--- config.mk ---
export PLATFORM = sky130hd
export DESIGN_NAME = key_event_ctrl
export DESIGN_NICKNAME = d
export VERILOG_FILES = /design/src/rtl/key_pkg.sv /design/src/rtl/key_filter.sv /design/src/rtl/key_event_ctrl.sv
export SDC_FILE = /design/constraint.sdc
export NUM_CORES = 1
export LEC_CHECK = 0
export BUFFER_PORTS_ARGS = -buffer_cell sky130_fd_sc_hd__buf_2
export CORE_MARGIN = 3
export CORE_UTILIZATION = 25
export DETAILED_ROUTE_END_ITERATION = 10
export PLACE_DENSITY = 0.45
export SLEW_MARGIN = 20
export SYNTH_ARGS = -nofsm -noshare
export SYNTH_HDL_FRONTEND = slang
export SYNTH_HIERARCHICAL = 1
export SYNTH_SLANG_ARGS = --single-unit
--- constraint.sdc ---
create_clock -name clk -period 2.8 [get_ports clk]
set_input_delay 0.28 -clock clk [delete_from_list [all_inputs] [get_ports clk]]
set_output_delay 0.28 -clock clk [all_outputs]
set_load 0.02 [all_outputs]
--- src/rtl/key_pkg.sv ---
// Shared types and default timing for the key event controller.
// Holds the FSM state encoding and the default cycle counts.
package key_pkg;

    typedef enum logic [2:0] {
        ST_IDLE   = 3'd0,
        ST_PRESS1 = 3'd1,
        ST_GAP    = 3'd2,
        ST_PRESS2 = 3'd3,
        ST_HOLD   = 3'd4
    } key_state_e;

    localparam int DEF_DEBOUNCE_CYCLES = 1_000_000;
    localparam int DEF_LONG_CYCLES     = 50_000_000;
    localparam int DEF_GAP_CYCLES      = 15_000_000;
    localparam int DEF_REPEAT_CYCLES   = 10_000_000;

    function automatic int max3(input int a, input int b, input int c);
        int m;
        m = (a > b) ? a : b;
        return (m > c) ? m : c;
    endfunction

endpackage

--- src/rtl/key_filter.sv ---
// Debounce filter for an active-low raw key: two-flop synchroniser, then the
// output only follows the input after DEBOUNCE_CYCLES consecutive disagreeing samples.
module key_filter #(
    parameter int DEBOUNCE_CYCLES = 1_000_000
) (
    input  logic clk,
    input  logic rst_n,
    input  logic key_i,
    output logic key_o
);

    localparam int CW = (DEBOUNCE_CYCLES > 1) ? $clog2(DEBOUNCE_CYCLES) : 1;
    localparam logic [CW-1:0] CNT_LAST = CW'(DEBOUNCE_CYCLES - 1);

    logic          sync1_q;
    logic          sync2_q;
    logic          out_q;
    logic [CW-1:0] cnt_q;

    // Idle level of the raw key is high, so everything resets to 1.
    always_ff @(posedge clk) begin
        if (!rst_n) begin
            sync1_q <= 1'b1;
            sync2_q <= 1'b1;
            out_q   <= 1'b1;
            cnt_q   <= '0;
        end else begin
            sync1_q <= key_i;
            sync2_q <= sync1_q;
            if (sync2_q == out_q) begin
                cnt_q <= '0;
            end else if (cnt_q == CNT_LAST) begin
                out_q <= sync2_q;
                cnt_q <= '0;
            end else begin
                cnt_q <= cnt_q + CW'(1);
            end
        end
    end

    assign key_o = out_q;

endmodule

--- src/rtl/key_event_ctrl.sv ---
// Key event controller: classifies debounced key activity into short, double,
// long and auto-repeat strobes with one shared saturating cycle counter.
module key_event_ctrl
    import key_pkg::*;
#(
    parameter int DEBOUNCE_CYCLES = DEF_DEBOUNCE_CYCLES,
    parameter int LONG_CYCLES     = DEF_LONG_CYCLES,
    parameter int GAP_CYCLES      = DEF_GAP_CYCLES,
    parameter int REPEAT_CYCLES   = DEF_REPEAT_CYCLES
) (
    input  logic clk,
    input  logic rst,
    input  logic key_in,
    output logic key_level,
    output logic short_pulse,
    output logic double_pulse,
    output logic long_pulse,
    output logic repeat_pulse,
    output logic busy
);

    localparam int CNT_TOP = max3(LONG_CYCLES, GAP_CYCLES, REPEAT_CYCLES);
    localparam int CW      = (CNT_TOP > 1) ? $clog2(CNT_TOP) : 1;

    localparam logic [CW-1:0] LONG_LAST = CW'(LONG_CYCLES - 1);
    localparam logic [CW-1:0] GAP_LAST  = CW'(GAP_CYCLES - 1);
    localparam logic [CW-1:0] REP_LAST  = CW'(REPEAT_CYCLES - 1);
    localparam logic [CW-1:0] CNT_SAT   = '1;

    logic          filt_out;
    logic          level_q;
    logic          press_edge;
    logic          release_edge;
    key_state_e    state_q;
    logic [CW-1:0] cnt_q;
    logic          short_q;
    logic          double_q;
    logic          long_q;
    logic          repeat_q;

    key_filter #(
        .DEBOUNCE_CYCLES(DEBOUNCE_CYCLES)
    ) u_key_filter (
        .clk   (clk),
        .rst_n (~rst),
        .key_i (key_in),
        .key_o (filt_out)
    );

    assign key_level    = ~filt_out;
    assign press_edge   = key_level & ~level_q;
    assign release_edge = ~key_level & level_q;

    // Every branch that changes state also clears cnt_q; otherwise it saturates.
    always_ff @(posedge clk) begin
        if (rst) begin
            state_q  <= ST_IDLE;
            cnt_q    <= '0;
            level_q  <= 1'b0;
            short_q  <= 1'b0;
            double_q <= 1'b0;
            long_q   <= 1'b0;
            repeat_q <= 1'b0;
        end else begin
            level_q  <= key_level;
            short_q  <= 1'b0;
            double_q <= 1'b0;
            long_q   <= 1'b0;
            repeat_q <= 1'b0;
            cnt_q    <= (cnt_q == CNT_SAT) ? cnt_q : cnt_q + CW'(1);

            case (state_q)
                ST_IDLE: begin
                    if (press_edge) begin
                        state_q <= ST_PRESS1;
                        cnt_q   <= '0;
                    end
                end
                ST_PRESS1: begin
                    if (release_edge) begin
                        state_q <= ST_GAP;
                        cnt_q   <= '0;
                    end else if (key_level && cnt_q == LONG_LAST) begin
                        state_q <= ST_HOLD;
                        cnt_q   <= '0;
                        long_q  <= 1'b1;
                    end
                end
                ST_GAP: begin
                    // A press landing on the timeout cycle still counts as a double click.
                    if (press_edge) begin
                        state_q <= ST_PRESS2;
                        cnt_q   <= '0;
                    end else if (cnt_q == GAP_LAST) begin
                        state_q <= ST_IDLE;
                        cnt_q   <= '0;
                        short_q <= 1'b1;
                    end
                end
                ST_PRESS2: begin
                    if (release_edge) begin
                        state_q  <= ST_IDLE;
                        cnt_q    <= '0;
                        double_q <= 1'b1;
                    end
                end
                ST_HOLD: begin
                    if (release_edge) begin
                        state_q <= ST_IDLE;
                        cnt_q   <= '0;
                    end else if (cnt_q == REP_LAST) begin
                        cnt_q    <= '0;
                        repeat_q <= 1'b1;
                    end
                end
                default: begin
                    state_q <= ST_IDLE;
                    cnt_q   <= '0;
                end
            endcase
        end
    end

    assign short_pulse  = short_q;
    assign double_pulse = double_q;
    assign long_pulse   = long_q;
    assign repeat_pulse = repeat_q;
    assign busy         = (state_q != ST_IDLE);

endmodule
Yosys cells after proc, flatten, opt, wreduce, memory -nomap -nowiden
Cells that the tools add are included.
{"block": "classes", "n_addsub": 2, "eq_ne": 14, "mux": 21, "n_bitwise": 9, "reduce_logical": 11}
{"op": "$mux 26", "n": 9}
{"op": "$pmux 26 s5", "n": 1}
{"op": "$eq 26x24->1 const B", "n": 2}
{"op": "$eq 26x26->1 const B", "n": 2}
{"op": "$add 26x1->26 const B", "n": 1}
{"op": "$add 20x1->20 const B", "n": 1}
{"op": "$eq 20x20->1 const B", "n": 1}
{"op": "$mux 3", "n": 6}
{"op": "$pmux 3 s4", "n": 1}
{"op": "$reduce_or 3->1", "n": 4}
{"op": "$not 1->1", "n": 7}
{"op": "$eq 3x2->1 const B", "n": 2}
{"op": "$ne 3x3->1 const B", "n": 2}
{"op": "$mux 1", "n": 4}
{"op": "$reduce_and 4->1", "n": 1}
{"op": "$reduce_or 2->1", "n": 2}
{"op": "$eq 3x1->1 const B", "n": 1}
{"op": "$eq 3x3->1 const B", "n": 1}
{"op": "$logic_not 3->1", "n": 1}
{"op": "$reduce_bool 3->1", "n": 1}
{"op": "$and 1x1->1", "n": 2}
{"op": "$ne 2x1->1 const B", "n": 1}
{"op": "$ne 2x2->1 const B", "n": 1}
{"op": "$reduce_and 2->1", "n": 1}
{"op": "other kinds (2)", "n": 2}
{"block": "totals", "ff_bits": 57, "output_inout_bits": 6, "word_cells": 68}

Logic depth before layout (Yosys ltp)
Gate-level depths: netlist (run 1).
{"block": "depth", "word_depth": 5, "ltp_mapped": 8, "mapped_depth_nobuf": 6}

Hierarchy
The synthesis (run 1) kept the hierarchy.
{"mod": "key_event_ctrl", "n_inst": 1, "cells_each": 241, "area_each_um2": 1983.2}
{"mod": "key_filter", "n_inst": 1, "cells_each": 116, "area_each_um2": 1004.7}

Least setup slack after synthesis (run 1)
No wires, ideal clock.
{"block": "synth_timing", "kind": "register to register", "from": "register, netlist name cnt_q[12]", "to": "register, netlist name cnt_q[10]", "setup_time_ns": 0.130, "arrival_ns": 2.058, "t_required_ns": 2.670, "path_slack_ns": 0.612, "stages_incl_launch_ff": 8, "n_path_buf": 2, "period_less_slack_ns": 2.188, "path_cell_list": "dfxtp_1 > clkbuf_1 > or4_1 > nor4_1 > nand4_1 > a211oi_2 > buf_2 > nor3_1"}

==> results of run 1 <==
-- cells in the final DEF, fill, tap and decap left out, types with 8 or more instances in the layout --
cell	Yosys	layout
dfxtp_1	57	57
nor3_1	34	34
nor2_1	27	27
xnor2_1	25	25
nand2_1	23	23
nor4_1	20	20
nand3_1	16	16
or4_1	14	14
nand4_1	11	11
a21oi_1	10	10
a211oi_1	10	10
xor2_1	10	10
inv_1	9	9
clkbuf_16	0	9
buf_2	4	8
buf_4	0	8
-- per-layer routing --
metal	vias to the layer above	part of all wire
met5	-	0
met4	0	0.019
met3	11	0.063
met2	83	0.42
met1	1247	0.50
li1	1333	-
-- how the worst max path moves through the flow --
stage	cells after the start	start	end	slack, ns
finish	5	cnt_q[9]	cnt_q[21]	0.45
global route	6	level_q	cnt_q[2]	0.17
global placement	5	cnt_q[9]	cnt_q[21]	0.52
CTS	5	cnt_q[9]	cnt_q[21]	0.46
detailed placement	5	cnt_q[9]	cnt_q[21]	0.49
floorplan	7	cnt_q[12]	cnt_q[10]	0.61
-- final cells by class --
class	instances	area, um^2	share of cell area
Timing Repair Buffer	16	100	0.0288
Sequential cell	57	1140	0.328
Multi-Input combinational cell	267	1730	0.496
Clock buffer	13	260	0.0748
Clock inverter	2	37.5	0.0108
Tap cell	143	179	0.0515
Inverter	9	33.8	0.00972
-- Yosys cell counts (4+ instances only) --
library cell,count,area [um^2]
inv_1,9,33.8
o31ai_1,6,45.0
nand3_1,16,80.1
o21ai_0,6,30.0
xnor2_1,25,219
clkbuf_1,19,71.3
xor2_1,10,87.6
a21oi_1,10,50.1
nor3_1,34,170
or3_1,4,25.0
nand2_1,23,86.3
nor2_1,27,101
or4_1,14,105
nand4_1,11,68.8
a211oi_1,10,75.1
dfxtp_1,57,1140
buf_2,4,20.0
nor4_1,20,125
-- power groups by stage --
stage	clock (uW)	sequential (uW)	combinational [uW]
final	1080	823	25.6
after global routing	1130	822	29.9
after CTS	1110	822	26.3
after detailed placement	0	839	26.3
after global placement	0	839	26.2
after floorplan	0	838	19.0
-- registers in the layout (all words and copies together), names as in the netlist --
name,flops
cnt_q,26
double_pulse,1
u_key_filter/sync1_q,1
repeat_pulse,1
u_key_filter/cnt_q,20
state_q,3
short_pulse,1
level_q,1
u_key_filter/sync2_q,1
u_key_filter/key_o,1
long_pulse,1
-- kinds of logic after synthesis --
group                      share of synthesized area
adders and majority gates                     0.0117
DFF                                            0.382
xor gates and xnor gates                       0.103
buffers and inverters                         0.0431
AOI/OAI and AO/OA                              0.110
muxes                                        0.00670
and+or+nand+nor                                0.344
-- critical path: stages, from the launching register on --
cell and delay (ns):
dfxtp_1 0.47, nand3_1 0.24, or4_4 0.56, or3_4 0.36, or4_4 0.42, a211oi_2 0.20
-- through the flow --
stage                     total power [uW]  hold WS (ns)  area (um^2)
after global placement                 865         0.392         3180
after floorplan                        857         0.381         2990
after detailed placement               865         0.398         3180
after global routing                  1980         0.200         3480
final                                 1930         0.170         3480
after CTS                             1960         0.173         3480
==> flow_metrics.py, run 1 <==
metrics = {
    "run_status": {
        "run_status": "finished, final reports clean",
    },
    "timing": {
        "finalSetupViolCount": 0,
        "post-route-min-period_ns": 2.35,
        "period_share": 0.838,
        "rsz0062_at_grt": "false",
        "max_freq_mhz": 426,
        "fin_worst_skew_ns": 0.00749,
        "relSlewSlack": 0.407,
        "fin_tns_setup_ns": 0,
        "finalHoldViolations": 0,
        "setup_ws_ns": 0.452,
        "worst-slew-pin-transition_ns": 0.889,
        "final-max-slew-violation-count": 0,
    },
    "critical_path": {
        "worstSetupPathType": "flop to flop",
        "worstReg2RegStart": "cnt_q[9]",
        "cp_data_arrival_time_ns": 2.58,
        "start_kind": "flop",
        "r2r_end": "cnt_q[21]",
        "required_ns": 3.04,
        "r2r_slack_ns": 0.45,
        "rr_worst_depth": 5,
        "worst-path-max-fanout": 8,
        "critPathCaptureType": "flop",
    },
    "global_route": {
        "grt.total_usage": 0.118,
        "overflow": 0,
        "grt_pass1_wl_um": 12500,
        "antenna_found_initial": 0,
        "grt_util_met1": 0.166,
        "grt_most_used_layer": "met2",
        "grt_max_degree": 27,
        "first_global_vias": 2451,
        "use_met2": 0.168,
        "grtUsageMet3": 0.0279,
    },
    "floorplan": {
        "ios": 9,
        "num_rows": 39,
        "start_util": 0.258,
        "coreArea_um2": 11600,
        "die_w_um": 115,
        "die_y_um": 115,
        "die-area_um2": 13300,
    },
    "layout": {
        "fin_cells": 507,
        "drive_gt1_frac": 0.110,
        "fin_util": 0.301,
        "fillers": 1214,
        "syn_to_final_growth_pct": 16.4,
        "n_antenna_cell": 0,
        "nets": 365,
    },
    "clock_tree": {
        "cts_tree": "yes",
        "insertion_delay_ns": 0.32,
        "htree_levels": 3,
        "cts_root_buf": "clkbuf_16",
        "cts_setup_buffers": 0,
        "cts.clk_slew.worst_paths_ns": 0.05,
        "clkSinkCount": 57,
        "cts_resized": 0,
        "clk_path_buf_depth": 2,
        "cts_buffers": 9,
        "holdBufCountCts": 0,
    },
    "synthesis": {
        "synth_edf_count": 0,
        "syn_area_per_cell_um2": 8.37,
        "async_flop_share": 0,
        "synth_area_um2": 2990,
        "yosysWarningCount": 6,
        "synth_cell_types": 51,
        "syn_inst": 357,
        "ys_ff_latch": 57,
        "syn-num-nets": 362,
        "yosysSeqAreaShare": 0.382,
        "yosys_most_used_dff": "dfxtp_1",
    },
    "worst_hold_path": {
        "hold_end": "u_key_filter/sync1_q",
        "holdPathStages": 2,
        "hold_path.startpoint": "key_in",
        "hold_class": "input pin to flop",
    },
    "detailed_routing": {
        "first_iter_violations": 178,
        "ant_nets": 0,
        "drt-total-wl_um": 7430,
        "drc": 0,
        "viasPerCell": 5.27,
        "detail_route.wl_per_cell_um": 14.7,
        "first_pass_iters": 4,
        "vias": 2674,
    },
    "power_and_ir_drop": {
        "combPwrFrac": 0.013,
        "powerDensity_nw_per_um2": 555,
        "seqPwrFrac": 0.426,
        "clock_power_share": 0.560,
        "ir_drop_mv": 0.263,
        "switching_share": 0.193,
        "p_switching_uw": 372,
        "power.leakage_uw": 0.00105,
        "p_int_uw": 1560,
    },
    "placement": {
        "dp_cells": 492,
        "dp_hpwl_um": 5210,
        "place.gp.congestion": 0.829,
        "numPortBuffers": 8,
        "post-place-ws_ns": 0.486,
    },
    "job": {
        "max-cap-violations": 0,
    },
}
Power figures use the tool's default switching activity.
==> run 2, diff against run 1 <==
- ABC_AREA: not set -> 1
- PLACE_DENSITY: 0.45 -> 0.46
- clock period: 2.8 -> 2 ns (I/O delays scaled with it)
==> run 2 against run 1 <==
Combinational power rose to 6.0 times the previous value. Sequential share of layout area down 3.9 points. Cell area up 13%. Register-to-register slack worse by 0.33 ns. Non-clock buffer count down 4. Synthesized cell count up 42%. Die area up 12%. Cell count up 39%. Global-route usage up 0.38 points. Clock-buffer cell count down 2. Via count up 17%.
==> flow_metrics.py, run 2 <==
metrics = {
    "run_status": {
        "run_status": "finished, final reports clean",
    },
    "detailed_routing": {
        "vias": 3123,
        "first_pass_iters": 4,
        "first_iter_violations": 169,
        "drt-total-wl_um": 8600,
        "detail_route.wl_per_cell_um": 12.2,
        "drc": 0,
        "viasPerCell": 4.44,
        "ant_nets": 0,
    },
    "synthesis": {
        "synth_edf_count": 0,
        "synth_area_um2": 3370,
        "syn-num-nets": 512,
        "yosysTopAreaCell": "dfxtp_1",
        "synth_commonest_cells": "nand2_1 (117), nor2_1 (105), dfxtp_1 (57), inv_1 (55), nand3_1 (34)",
        "yosysWarningCount": 6,
        "syn_inst": 507,
        "ys_ff_latch": 57,
        "async_flop_share": 0,
        "yosys.cell_count.top_type": "nand2_1",
        "yosysSeqAreaShare": 0.338,
        "syn_area_per_cell_um2": 6.65,
        "synth_cell_types": 32,
        "yosys_most_used_dff": "dfxtp_1",
        "synth_top_area_frac": 0.338,
        "synthTopCellsByArea": "dfxtp_1 (34%), nand2_1 (13%), nor2_1 (12%), inv_1 (6.1%), nor2_2 (5.2%)",
    },
    "critical_path": {
        "start_kind": "flop",
        "worst-path-max-fanout": 13,
        "worstReg2RegStart": "cnt_q[0]",
        "rr_worst_depth": 12,
        "cp_data_arrival_time_ns": 2.10,
        "required_ns": 2.22,
        "worstSetupPathType": "flop to flop",
        "r2r_slack_ns": 0.12,
        "r2r_end": "cnt_q[15]",
        "critPathCaptureType": "flop",
    },
    "timing": {
        "final-max-slew-violation-count": 0,
        "period_share": 0.941,
        "worst-slew-pin-transition_ns": 0.935,
        "fin_worst_skew_ns": 0.00258,
        "rsz0062_at_grt": "false",
        "post-route-min-period_ns": 1.88,
        "relSlewSlack": 0.374,
        "setup_ws_ns": 0.117,
        "fin_tns_setup_ns": 0,
        "finalHoldViolations": 0,
        "max_freq_mhz": 531,
        "whs_ns": 0.0546,
        "finalSetupViolCount": 0,
    },
    "placement": {
        "dpl-instance-area_um2": 3570,
        "post-place-ws_ns": 0.0680,
        "dp_hpwl_um": 6370,
        "place.gp.congestion": 0.860,
        "numPortBuffers": 8,
    },
    "floorplan": {
        "num_rows": 41,
        "die_y_um": 122,
        "die_w_um": 122,
        "start_util": 0.262,
        "die-area_um2": 14900,
        "coreArea_um2": 12900,
        "ios": 9,
    },
    "global_route": {
        "first_global_vias": 3029,
        "grt.total_usage": 0.121,
        "grt_max_degree": 27,
        "antenna_found_initial": 0,
        "grt_pass1_wl_um": 14300,
        "overflow": 0,
    },
    "layout": {
        "regMostFlops": "cnt_q",
        "nets": 531,
        "fin_area_um2": 3940,
        "final_common_cell": "nand2_1",
        "n_antenna_cell": 0,
        "drive_gt1_frac": 0.158,
        "largestRegisters": "cnt_q: 26 flops, u_key_filter/cnt_q: 20 flops, state_q: 3 flops",
        "largest_register_ffs": 26,
        "syn_to_final_growth_pct": 16.9,
        "final_cell_mix": "nand2_1 (117), nor2_1 (105), dfxtp_1 (57), inv_1 (55), nand3_1 (34)",
    },
    "clock_tree": {
        "cts_setup_buffers": 0,
        "insertion_delay_ns": 0.33,
        "cts_resized": 0,
        "clk_path_buf_depth": 2,
        "cts_tree": "yes",
        "htree_levels": 3,
        "holdBufCountCts": 0,
        "clkSinkCount": 57,
        "cts_root_buf": "clkbuf_16",
        "cts_buffers": 9,
        "cts.clk_slew.worst_paths_ns": 0.05,
    },
    "worst_hold_path": {
        "hold_class": "input pin to flop",
        "holdPathStages": 2,
        "hold_path.startpoint": "key_in",
        "hold_end": "u_key_filter/sync1_q",
    },
    "power_and_ir_drop": {
        "powerDensity_nw_per_um2": 755,
        "ir_drop_mv": 0.341,
        "power.leakage_uw": 0.00139,
    },
    "job": {
        "max-cap-violations": 0,
    },
}
-- run 2: how the worst max path moves through the flow --
stage | startpoint | endpoint | slack, ns | cells after the start
6_report | cnt_q[0] | cnt_q[15] | 0.12 | 12
4_1_cts | cnt_q[0] | cnt_q[21] | 0.05 | 12
3_3_place_gp | cnt_q[0] | cnt_q[15] | 0.16 | 12
2_1_floorplan | cnt_q[0] | cnt_q[1] | 0.32 | 9
3_5_place_dp | cnt_q[0] | cnt_q[15] | 0.07 | 12
5_1_grt | cnt_q[0] | cnt_q[4] | 0.0004 | 12
-- run 2: logic make-up after synthesis --
family                   count (synthesis)  synth area share
AND/OR/NAND/NOR                        336             0.466
buffers and inverters                   62            0.0883
flip-flops                              57             0.338
AO/OA/AOI/OAI                           29            0.0456
XOR/XNOR                                21            0.0545
adder cells (fa/ha/maj)                  2           0.00742
-- run 2: per-layer routing --
layer	part of all wire	track usage	vias up
met2	0.47	0.205	47
met4	0.023	0.0476	0
met3	0.035	0.0316	16
met5	0	0	-
met1	0.47	0.147	1430
li1	-	-	1630
-- run 2: critical path, cell delays in order, from the launching register on --
cell and delay (ns):
dfxtp_1 0.39, ha_2 0.25, nand2_2 0.07, inv_1 0.12, nand2_4 0.10, nor2_4 0.12
nand3_1 0.09, nand2_1 0.08, nand2_1 0.05, inv_1 0.08, nand3_4 0.17, nand2_8 0.19
nor2_1 0.06
-- run 2: cell type report --
type	instances	area [um^2]
Clock buffer	11	243
Clock inverter	5	78.8
Fill cell	1418	8930
Inverter	56	211
Multi-Input combinational cell	390	1980
Sequential cell	57	1140
Tap cell	172	215
Timing Repair Buffer	12	70.1
-- run 2: report_power, final --
part,total [uW],leakage (uW),switching [uW],internal (uW)
registers,1170,0.000460,17.1,1150
clock network,1650,0.000159,534,1120
logic,153,0.000770,103,49.0
-- run 2: through the flow --
step	util	total power, uW	std cells
5_1_grt	0.306	3100	703
4_1_cts	0.302	3000	701
2_1_floorplan	-	1310	507
6_report	0.306	2980	703
3_5_place_dp	0.277	1320	685
3_3_place_gp	0.277	1310	685
==> run 3, diff against run 2 <==
- CORE_MARGIN: 3 -> 1.5
- SYNTH_HIERARCHICAL: 1 -> not set
==> run 3 against run 2 <==
Synthesized area down 1.9%. Global-route usage up 0.30 points. Sequential power about the same. Worst hold slack better by 0.0081 ns. Clock skew up 0.0083 ns. Clock power about the same. Critical path depth up 1. Die area down 6.6%. Core utilization up 0.099 points. Total power about the same. Via count down 1.9%. Sequential share of layout area up 0.17 points.
==> flow_metrics.py, run 3 <==
metrics = {
    "layout": {
        "drive_gt1_frac": 0.210,
        "nets": 522,
        "largestRegisters": "cnt_q: 26 flops, u_key_filter.cnt_q: 20 flops, state_q: 3 flops",
        "final_common_cell": "nand2_1",
        "fin_area_um2": 3920,
        "largest_register_ffs": 26,
        "fillers": 1387,
        "fin_cells": 692,
        "multiInputGateArea_um2": 1860,
        "syn_to_final_growth_pct": 18.6,
        "final_cell_mix": "nand2_1 (106), nor2_1 (93), dfxtp_1 (56), inv_1 (45), nand3_1 (33)",
        "n_antenna_cell": 0,
        "regArea_um2": 1140,
        "regMostFlops": "cnt_q",
    },
    "synthesis": {
        "synth_top_area_frac": 0.345,
        "synthTopCellsByArea": "dfxtp_1 (34%), nand2_1 (12%), nor2_1 (11%), inv_1 (5.1%), nand3_1 (5.0%)",
        "yosys_most_used_dff": "dfxtp_1",
        "yosysTopAreaCell": "dfxtp_1",
        "synth_commonest_cells": "nand2_1 (106), nor2_1 (93), dfxtp_1 (57), inv_1 (45), nand3_1 (33)",
        "synth_edf_count": 0,
        "yosys.area_share.simple": 0.442,
        "async_flop_share": 0,
        "syn_inst": 495,
        "synth-adder-area-share": 0.00756,
        "synth_compound_area_frac": 0.0658,
        "yosys.cell_count.top_type": "nand2_1",
        "yosysSeqAreaShare": 0.345,
        "syn-num-nets": 500,
        "syn_area_per_cell_um2": 6.68,
        "synth_top_family_by_area": "simple AND/OR/NAND/NOR gates",
        "ys_ff_latch": 57,
        "synth_area_um2": 3310,
        "synth-xor-area-share": 0.0424,
        "yosysWarningCount": 0,
        "synthMuxAreaShare": 0,
        "synth_cell_types": 37,
    },
    "floorplan": {
        "die_w_um": 118,
        "num_rows": 41,
        "ios": 9,
        "start_util": 0.259,
        "die-area_um2": 13900,
        "die_y_um": 118,
        "coreArea_um2": 12800,
    },
    "critical_path": {
        "path_buf_inv": 2,
        "worst-path-max-fanout": 16,
        "worstSetupPathType": "flop to flop",
        "cp_data_arrival_time_ns": 2.06,
        "cpPeakStageDelay_ns": 0.40,
        "worstReg2RegStart": "cnt_q[1]",
        "cp_cell_sequence": "ha_4, nand2_2, nor2_4, nand2_4, nor2_1, nand3_1, nand2_1, nand2_1, inv_2, nand3_2, nand2_4, buf_12, nor2_1",
        "worst_path_max_delay_cell": "dfxtp_1",
        "critPathCaptureType": "flop",
        "critPathLaunch": "cnt_q[1]",
        "required_ns": 2.21,
        "start_kind": "flop",
        "cp_top_family": "simple AND/OR/NAND/NOR gates",
    },
    "clock_tree": {
        "clk_path_buf_depth": 2,
        "insertion_delay_ns": 0.33,
        "cts_tree": "yes",
        "holdBufCountCts": 0,
        "clkSinkCount": 57,
        "cts_root_buf": "clkbuf_16",
        "cts_buffers": 9,
        "cts.clk_slew.worst_paths_ns": 0.05,
        "htree_levels": 3,
    },
    "power_and_ir_drop": {
        "power.leakage_uw": 0.00145,
        "powerDensity_nw_per_um2": 758,
        "ir_drop_mv": 0.369,
        "total_power_uw": 2980,
    },
    "job": {
        "max-cap-violations": 0,
    },
    "detailed_routing": {
        "first_iter_violations": 244,
        "vias": 3064,
        "first_pass_iters": 4,
        "ant_nets": 0,
        "drt-total-wl_um": 8420,
        "detail_route.wl_per_cell_um": 12.2,
        "drc": 0,
        "viasPerCell": 4.43,
    },
    "placement": {
        "dpl-instance-area_um2": 3580,
        "dp_hpwl_um": 6380,
        "numPortBuffers": 8,
        "dp_cells": 677,
        "place.gp.congestion": 0.880,
    },
    "timing": {
        "whs_ns": 0.0628,
        "max_freq_mhz": 543,
        "final-max-slew-violation-count": 0,
        "fin_worst_skew_ns": 0.0109,
        "finalHoldViolations": 0,
        "period_share": 0.922,
        "relSlewSlack": 0.740,
        "worst-slew-pin-transition_ns": 0.388,
        "finalSetupViolCount": 0,
        "post-route-min-period_ns": 1.84,
        "fin_tns_setup_ns": 0,
    },
    "global_route": {
        "grt_pass1_wl_um": 13900,
        "grt_max_degree": 20,
        "overflow": 0,
        "first_global_vias": 2826,
        "antenna_found_initial": 0,
        "grt.total_usage": 0.124,
    },
    "worst_hold_path": {
        "hold_class": "input pin to flop",
        "hold_path.startpoint": "key_in",
    },
    "run_status": {
        "run_status": "finished, final reports clean",
    },
}
-- run 3: cell type report --
cell class | count | share of cell area
Timing Repair Buffer | 19 | 0.0376
Multi-Input combinational cell | 367 | 0.474
Tap cell | 172 | 0.0548
Inverter | 63 | 0.0609
Clock inverter | 3 | 0.0166
Sequential cell | 57 | 0.291
Clock buffer | 11 | 0.0644
-- run 3: per-stage QoR --
stage,setup slack [ns],utilization
after global placement,-0.00344,0.280
after global routing,-0.0109,0.307
after detailed placement,-0.0231,0.280
final,0.157,0.307
after CTS,0.0275,0.305
after floorplan,0.312,-
-- run 3: worst paths after layout --
check                              end  depth (start not counted)  slack, ns
setup / recovery             cnt_q[14]                         13       0.16
setup reg to reg             cnt_q[14]                         13       0.16
hold reg to reg   u_key_filter.sync2_q                          1       0.41
hold / removal    u_key_filter.sync1_q                          2       0.06
-- run 3: logic make-up after synthesis --
family / count (synthesis)
AOI/OAI and AO/OA: 34
xor gates and xnor gates: 16
adders and majority gates: 2
buffers and inverters: 71
DFF: 57
and+or+nand+nor: 315
-- run 3: metal layers --
metal / track usage / wire length, um / vias to the layer above
li1: - / - / 1607
met1: 0.158 / 3960 / 1383
met2: 0.201 / 3960 / 59
met3: 0.0349 / 333 / 15
met4: 0.0442 / 159 / 0
met5: 0 / 0 / -
-- run 3: power by group --
group	switching, uW	internal [uW]
logic	97.7	65.1
clock network	499	1140
registers	19.4	1160
total	616	2360
-- run 3: repair_timing --
| item | CTS | global route |
|---|---|---|
| resized for setup | 1 | 4 |
| setup buffers | 0 | 1 |
| endpoints found under the setup margin | 22 | 27 |
| pin swaps | 0 | 1 |
